### config.mk
export PLATFORM = sky130hd
export DESIGN_NAME = cp0_exception_unit
export DESIGN_NICKNAME = d
export VERILOG_FILES = /design/src/rtl/cp0_exception_unit.sv
export SDC_FILE = /design/constraint.sdc
export NUM_CORES = 1
export LEC_CHECK = 0
export BUFFER_PORTS_ARGS = -buffer_cell sky130_fd_sc_hd__buf_2
export CORE_UTILIZATION = 40
export DETAILED_ROUTE_END_ITERATION = 10
export GPL_TIMING_DRIVEN = 1
export PLACE_DENSITY = 0.69
export SYNTH_ARGS = -nofsm -noshare
export SYNTH_HDL_FRONTEND = slang
export SYNTH_SLANG_ARGS = --single-unit
### constraint.sdc
create_clock -name clk -period 4.5 [get_ports clk]
set_input_delay 0.225 -clock clk [delete_from_list [all_inputs] [get_ports clk]]
set_output_delay 0.225 -clock clk [all_outputs]
set_load 0.005 [all_outputs]
### src/rtl/cp0_exception_unit.sv
// Coprocessor-0 for the pipelined MIPS core: SR/Cause/EPC/PRId registers,
// hardware interrupt sampling and the M-stage interrupt/exception request.
module cp0_exception_unit #(
    parameter logic [31:0] PRID = 32'h4D49_5053
) (
    input  logic        clk,
    input  logic        reset,
    input  logic [4:0]  A1,
    input  logic [4:0]  A2,
    input  logic [31:0] DIn,
    input  logic        We,
    input  logic [31:0] PC,
    input  logic        BD,
    input  logic [4:0]  ExcCode,
    input  logic [5:0]  HWInt,
    input  logic        EXLClr,
    output logic        Req,
    output logic [31:0] EPC,
    output logic [31:0] DOut
);

    localparam logic [4:0] REG_SR    = 5'd12;
    localparam logic [4:0] REG_CAUSE = 5'd13;
    localparam logic [4:0] REG_EPC   = 5'd14;
    localparam logic [4:0] REG_PRID  = 5'd15;

    logic [5:0]  im;
    logic        exl;
    logic        ie;
    logic        cause_bd;
    logic [5:0]  ip;
    logic [4:0]  exc_code;
    logic [31:0] epc;

    logic int_pend;
    logic exc_pend;
    logic wr_sr;
    logic wr_epc;

    assign int_pend = (|(HWInt & im)) & ie & ~exl;
    assign exc_pend = (ExcCode != 5'd0) & ~exl;
    assign Req      = int_pend | exc_pend;
    assign wr_sr    = We & (A2 == REG_SR);
    assign wr_epc   = We & (A2 == REG_EPC);
    assign EPC      = epc;

    always_ff @(posedge clk or negedge reset) begin
        if (!reset) begin
            im       <= '0;
            exl      <= 1'b0;
            ie       <= 1'b0;
            cause_bd <= 1'b0;
            ip       <= '0;
            exc_code <= '0;
            epc      <= '0;
        end else begin
            ip <= HWInt;
            if (Req) begin
                // Taking the request drops any same-cycle mtc0.
                exl      <= 1'b1;
                cause_bd <= BD;
                exc_code <= int_pend ? 5'd0 : ExcCode;
                epc      <= BD ? (PC - 32'd4) : {PC[31:2], 2'b00};
            end else begin
                if (wr_sr) begin
                    im  <= DIn[15:10];
                    exl <= DIn[1];
                    ie  <= DIn[0];
                end
                if (wr_epc) begin
                    epc <= {DIn[31:2], 2'b00};
                end
                // eret wins over an SR write landing in the same cycle.
                if (EXLClr) begin
                    exl <= 1'b0;
                end
            end
        end
    end

    always_comb begin
        DOut = '0;
        case (A1)
            REG_SR:    DOut = {16'h0000, im, 8'h00, exl, ie};
            REG_CAUSE: DOut = {cause_bd, 15'h0000, ip, 3'b000, exc_code, 2'b00};
            REG_EPC:   DOut = epc;
            REG_PRID:  DOut = PRID;
            default:   DOut = '0;
        endcase
    end

endmodule
### Word level (Yosys, flattened, before mapping)

Index checks and enable logic that the tools add are counted.

* logic and storage cells: 36
* input bits: 90
* output and inout bits: 65
* flip-flop bits (word level): 52

* add/subtract/negate cells: 1
* mux-type cells: 8
* reductions and logical operators: 5
* bitwise logic cells: 9
* eq/ne operators: 6

Operators by type and width (number)
* $pmux 32 s4: 1
* $mux 32: 3
* $sub 32x3->32 const B: 1
* $eq 5x4->1 const B: 6
* $and 6x6->6: 1
* $reduce_or 6->1: 1
* $and 1x1->1: 5
* $mux 5: 1
* $reduce_bool 5->1: 1
* $mux 1: 3
* $reduce_bool 3->1: 1
* $not 1->1: 2
* $reduce_and 2->1: 1
* $reduce_bool 2->1: 1
* $or 1x1->1: 1

### Logic depth before layout (Yosys ltp)

Gate-level depths: netlist of run 1.

* depth after elaboration: 7
* gate-level depth with buffers: 7
* gate-level depth less buffers: 6

### Worst setup path after synthesis of run 1

No wires, ideal clock.

* path type: input -> register
* from: input port PC[14]
* to: register epc[25] (netlist: EPC[25])
* setup time: 0.082 ns
* path buffers: 1
* arrival: 2.039 ns
* required time: 4.418 ns
* stages on the path: 5
* setup slack: 2.379 ns
* cells stage by stage: or4_4 or4_1 buf_2 or4_1 a31oi_1

* word-level cells in the longest chain between the ends: 3

Ends and longest elaborated chain
* start: declaration: line 12 `input logic [31:0] PC,`
* $sub 32x3->32: line 63 `epc <= BD ? (PC - 32'd4) : {PC[31:2], 2'b00};`
* $mux 32: line 63
* $mux 32: line 58 `if (Req) begin`
* end signal: assignment: line 63
* end signal: assignment: line 71 `epc <= {DIn[31:2], 2'b00};`
* end: declaration: line 33 `logic [31:0] epc;`

No other way between the ends.
A chain may end at the register's enable or synchronous reset.

### Final worst setup path of run 1

* from: register exl
* to: output port Req

* word-level cells in the longest chain between the ends: 3
* elaborated cells on any way between the ends: 4
* those cells by class: bitwise (4)

Ends and longest elaborated chain
* start: declaration: line 28 `logic exl;`
* start signal: assignment: line 67 `exl <= DIn[1];`
* $not 1->1 (*): line 40, 41
* $and 1x1->1, on equally long branches: line 40, 41
* $or 1x1->1 (*): line 42 `assign Req = int_pend | exc_pend;`
* end: declaration: line 17 `output logic Req,`

Every way passes the cells marked *; elsewhere a longest branch is shown, timed or not.

==> metrics.txt, run 1 <==
status=finished clean; # setup viols final=0; adder-cell share of the synthesized area=less than 1%; DRT iter0 DRCs=173; mapped cell area=between 3000 and 4000 µm²; Post-Synth XOR/XNOR Area=~2.5%; largest family of logic cells by synthesized area=simple AND/OR/NAND/NOR gates; mux contribution to synthesized area=10.2%; Clock Latency Late Sink=~0.30 ns; CP max FO=23; max incr delay on CP=between 0.8 and 0.9 ns; DRC violations left=0; first-pass GRT wire length=approximately 17000 µm; routed vias/inst=5.86; Post-CTS Setup Bufs=0; die area=9250 µm²; CTS tree=built; FFs w/ async S/R, synth=100%; Setup crit start=exl; #FFs+latches synth=52; post-synth net total=roughly 500; Power Total=a little under 2 mW; layout cells sized above 1=about 34%; Pwr Density=436 nW/µm²; DP HPWL=8240 µm; largest net degree at the start of global routing=53; area delta synth->final=25.9%; area of the multi-input gates=around 2000 µm²; unrepaired setup endpoints after global routing=false; Worst setup EP type=output pin; GP Congestion=~0.89; Post-synth top flop=dfrtp_1; Startpoint Class=flop; I/O Buffers=154; core area=approximately 8600 µm²; Synth Area in Simple Gates=between 20% and 30%; Remaining Overflow, GRT=0; vias in the first global route=3391; Slew Limit Fails=0; r2r worst-path depth=5; Die Ht=between 90 and 100 µm; initial antenna violation count=0; vias post-DR=3794; worst-margin pin slew=roughly 0.97 ns; setup TNS=0 ns; Post-synth EDFFs=0; final hold vios=0; HP Class=in -> async; RR Startpoint=exl; WS Path Type=reg -> out; CTS Buffer Depth=2; initial core utilization=41.1%; Clock transition at path regs=around 0.10 ns; reg2reg end=cause_bd; DRT Pass-1 Iters=5; WL/cell=between 15 and 20 µm; Ports=about 160; Post-Syn Instances=between 400 and 500; Synth cell types=50; Fmax achieved=382 MHz; # Max-Cap Violations=0; CTS root buffer=clkbuf_8; synthesized area per cell=around 8.7 µm²; Ys Warns=0; Die X=just under 100 µm; post-route antenna net violation count=0; Total GRT Usage=~25%; Final nets=around 630; WL final=~12000 µm; CTS H-tree lvls=2; minimum clock period=~2.6 ns; CP arrival=2.39 ns; Setup crit end=Req; fin crit share=58.1%; Fin Clk Skew=0.00831 ns; row cnt=34; post-cts gate resize count=0; slew margin rel.=35.1%; n_diodes=0; leakage power=between 2 and 2.5 nW; CP required=about 4.3 ns; Peak supply drop=around 0.22 mV; CTS Buf Count=5; hold buffers post-CTS=0; Fill cells=860; Synth Area in Compound Gates=roughly 17%; worst-path cell chain=inv_1, o21a_1, nor2_2, inv_2, buf_2; clk sink count=52; crit path max-delay cell type=o21a_1; sequential-to-total area share from yosys stat=36.7%; total area of sequential cells=1300 µm²; R2R Setup Slk=roughly 2.2 ns
-- registers in the layout, summed over array words and instances (netlist names) --
register,count
ie,1
EPC,32
im,6
cause_bd,1
exl,1
ip,6
exc_code,5
-- synthesized netlist by cell type (4+ instances only) --
| master | number | area [µm²] |
|---|---|---|
| o21ai_0 | 9 | 45.0 |
| mux2i_1 | 25 | 250 |
| inv_1 | 25 | 93.8 |
| o31ai_1 | 11 | 82.6 |
| nor4_1 | 20 | 125 |
| or4_1 | 11 | 82.6 |
| nor3_1 | 12 | 60.1 |
| and4_1 | 19 | 166 |
| clkbuf_1 | 30 | 113 |
| xor2_1 | 6 | 52.6 |
| a21oi_1 | 8 | 40.0 |
| xnor2_1 | 4 | 35.0 |
| mux2_2 | 9 | 101 |
| and3_1 | 4 | 25.0 |
| nor2b_1 | 4 | 25.0 |
| or3_1 | 17 | 106 |
| dfrtp_1 | 52 | 1300 |
| nor2_1 | 36 | 135 |
| nand2_1 | 8 | 30.0 |
| a22oi_1 | 7 | 52.6 |
| a31oi_1 | 39 | 244 |
-- routing by layer --
layer / up-vias / wire [µm] / global-route usage, %
li1: 1808 / - / -
met1: 1763 / 5040 / 34.5
met2: 211 / 5420 / 41.3
met3: 12 / 969 / 2.84
met4: 0 / 99 / 5.60
met5: - / 0 / 0
-- through the flow --
step,area (µm²),hold slack (ns),instances,setup WS [ns],utilization [%]
after floorplan,3550,-0.0706,406,2.38,-
after global placement,4380,0.353,639,1.90,50.7
after detailed placement,4380,0.359,639,1.82,50.7
after CTS,4470,0.0446,647,1.87,51.7
after global routing,4470,0.0388,647,1.73,51.7
final,4470,0.0153,647,1.88,51.7
-- cell usage in the layout (no fill, tap or decap), drive strengths merged, types with 2 or more instances in the layout --
cell type and instances:
buf 160, dfrtp 52, a31oi 39, nor2 36, inv 26, mux2i 25
nor4 20, and4 19, or3 17, nor3 12, or4 12, o31ai 11
o21ai 11, mux2 10, nand2 8, a21oi 8, clkbuf 8, a22oi 7
xor2 6, nor2b 4, and3 4, xnor2 4, nor4b 4, or2 4
a31o 4, a211oi 3, and2 3, nand4 3, a21o 3, o41ai 3
nand3b 2, nand3 2
-- worst min path at each step --
stage,start,endpoint,slack [ns],depth (start not counted)
2_1_floorplan,reset,EPC[0],-0.07,0
3_3_place_gp,HWInt[4],ip[4],0.35,1
3_5_place_dp,HWInt[1],ip[1],0.36,1
4_1_cts,HWInt[3],ip[3],0.04,1
5_1_grt,HWInt[1],ip[1],0.04,1
6_report,reset,EPC[23],0.02,2
-- worst max-delay path: cells and delay by family, from the launching register on --
kind                   cells  cell delay [ns]
DFF                        1             0.46
and+or+nand+nor            1             0.07
buffers and inverters      3             0.75
AOI/OAI and AO/OA          1             0.81
-- report_power, final --
group / internal [mW] / switching (mW)
Combinational: 0.396 / 0.456
Sequential: 0.663 / 0.154
Clock: 0.126 / 0.153
-- layout make-up --
type                            count  area share [%]
Clock buffer                        8            2.02
Multi-Input combinational cell    293            45.4
Inverter                           26            2.18
Tap cell                          108            3.02
Timing Repair Buffer              160            18.3
Sequential cell                    52            29.1
-- cell families after synthesis --
family,after synthesis
muxes,35
DFF,52
adders and majority gates,1
buffers and inverters,61
and+or+nand+nor,155
AOI/OAI and AO/OA,92
xor gates and xnor gates,10
Power figures use the tool's default switching activity.
==> run 2: changes to the inputs <==
clock period = 2.6 ns   (was 4.5 ns; I/O delays follow)
==> run 2 against run 1 <==
Net effect: power rose by 74%; sequential cell count unchanged; first-iteration DRC count shrank 11%; register-to-register slack got worse by 1.6 ns; global-route usage is 0.48 points lower; hold slack better by 0.0050 ns; largest cell class unchanged.
==> metrics.txt, run 2 (synthesis results as in run 1) <==
status=finished clean; Sw Ratio=between 30% and 40%; Slew Limit Fails=0; unrepaired setup endpoints after global routing=false; Peak supply drop=about 0.26 mV; Worst setup EP type=output pin; commonest non-fill, non-tap cell in the layout=buf_2; sequential power share=between 40 and 50%; Die Ht=around 96 µm; max FFs per register=32; slew margin rel.=55.2%; largest net degree at the start of global routing=53; Fin Clk Skew=~0.0051 ns; most frequent cells in the layout=buf_2 (154), dfrtp_1 (52), a31oi_1 (39); Final nets=between 600 and 700; hold buffers post-CTS=7; CP required=around 2.5 ns; DP HPWL=about 8400 µm; HP Class=in -> reg; minimum clock period=between 2 and 2.5 ns; DRT Pass-1 Iters=4; area delta synth->final=30.1%; initial antenna violation count=0; initial core utilization=between 40% and 50%; n_diodes=0; Clock transition at path regs=~0.090 ns; Total GRT Usage=24.4%; # Max-Cap Violations=0; leakage power=~2.2 nW; DRC violations left=0; WS Path Type=in -> out; die area=9250 µm²; worst-path cell chain=dlygate4sd3_1, buf_2, a22oi_1, a311oi_4, buf_4, nor2_2, buf_4, inv_2, buf_2; fin crit share=89.8%; Comb pwr share=44.6%; max incr delay on CP=about 0.53 ns; Post-CTS Setup Bufs=0; crit path max-delay cell type=dlygate4sd3_1; DRT iter0 DRCs=154; Remaining Overflow, GRT=0; Sw Pwr=between 1 and 1.5 mW; core area=roughly 8600 µm²; Clock Latency Late Sink=between 0.2 and 0.3 ns; first-pass GRT wire length=between 15000 and 20000 µm; post-route antenna net violation count=0; layout cells sized above 1=between 30% and 40%; worst-margin pin slew=~0.67 ns; setup ws final=approximately 0.27 ns; WL final=11200 µm; Ports=155; vias in the first global route=roughly 3400; Pwr Density=735 nW/µm²; CTS H-tree lvls=2; CTS tree=built; vias post-DR=just under 4000; clk sink count=52; row cnt=34; Placed Cells=between 600 and 700; I/O Buffers=roughly 150; Fmax achieved=428 MHz; # setup viols final=0; pre-CTS WS=about 0.16 ns; Fill cells=approximately 830; CP arrival=about 2.2 ns; setup TNS=0 ns; CTS Buffer Depth=2; post-cts gate resize count=0; WL/cell=16.9 µm; GP Congestion=~0.86; CTS root buffer=clkbuf_8; routed vias/inst=5.80; Die X=96.2 µm; Internal=between 2 and 2.5 mW; Startpoint Class=input port; CP max FO=22; Clock Power Share=between 10 and 15%; CTS Buf Count=5; final hold vios=0; Non-Filler Instances=about 660
run 2: cell count changes in the layout (fill, tap and decap cells not counted):
cell | before | now
buf_4 | 6 | 16
dlygate4sd3_1 | 0 | 7
clkbuf_1 | 2 | 0
clkbuf_8 | 6 | 7
run 2: final timing paths:
kind                             start     endpoint  slack, ns  cells past startpoint
setup / recovery              HWInt[3]          Req       0.27                      9
hold / removal                  EXLClr          exl       0.02                      2
setup reg to reg                 im[3]       EPC[1]       0.60                      7
hold reg to reg            exc_code[4]  exc_code[4]       0.49                      1
max in group asynchronous        reset        im[5]       1.66                      3
min in group asynchronous        reset      EPC[25]       0.48                      3
run 2: metal layers:
| metal | global-route usage (%) | share of wire (%) |
|---|---|---|
| met1 | 34.1 | 43 |
| met2 | 40.3 | 49 |
| met3 | 3.08 | 7.1 |
| met4 | 4.73 | 0.59 |
| met5 | 0 | 0 |
run 2: metrics by stage:
stage	cell area, µm²	utilization (%)	power, mW	hold WS [ns]
final	4620	53.5	3.40	0.0203
after global routing	4620	53.5	3.67	0.000657
after CTS	4620	53.5	3.42	0.0114
after detailed placement	4450	51.6	2.92	0.258
after global placement	4450	51.6	2.88	0.260
after floorplan	3550	-	2.24	-0.166
run 2: area by class of cell:
type	instances	area, µm²	share of cell area [%]
Sequential cell	52	1300	28.2
Timing Repair Buffer	177	961	20.8
Multi-Input combinational cell	293	2030	43.9
Tap cell	108	135	2.93
Clock buffer	7	96.3	2.09
Inverter	26	97.6	2.11
run 2: power groups by stage:
stage	combinational [mW]	sequential, mW	clock [mW]
3_3_place_gp	1.47	1.41	0
4_1_cts	1.52	1.40	0.502
3_5_place_dp	1.51	1.41	0
6_report	1.51	1.40	0.485
2_1_floorplan	0.869	1.38	0
5_1_grt	1.70	1.44	0.534
run 2: worst max-delay path, delay by kind of cell:
family	cells	cell delay [ns]
AO/OA/AOI/OAI	2	0.51
AND/OR/NAND/NOR	1	0.14
buffers and inverters	6	1.41
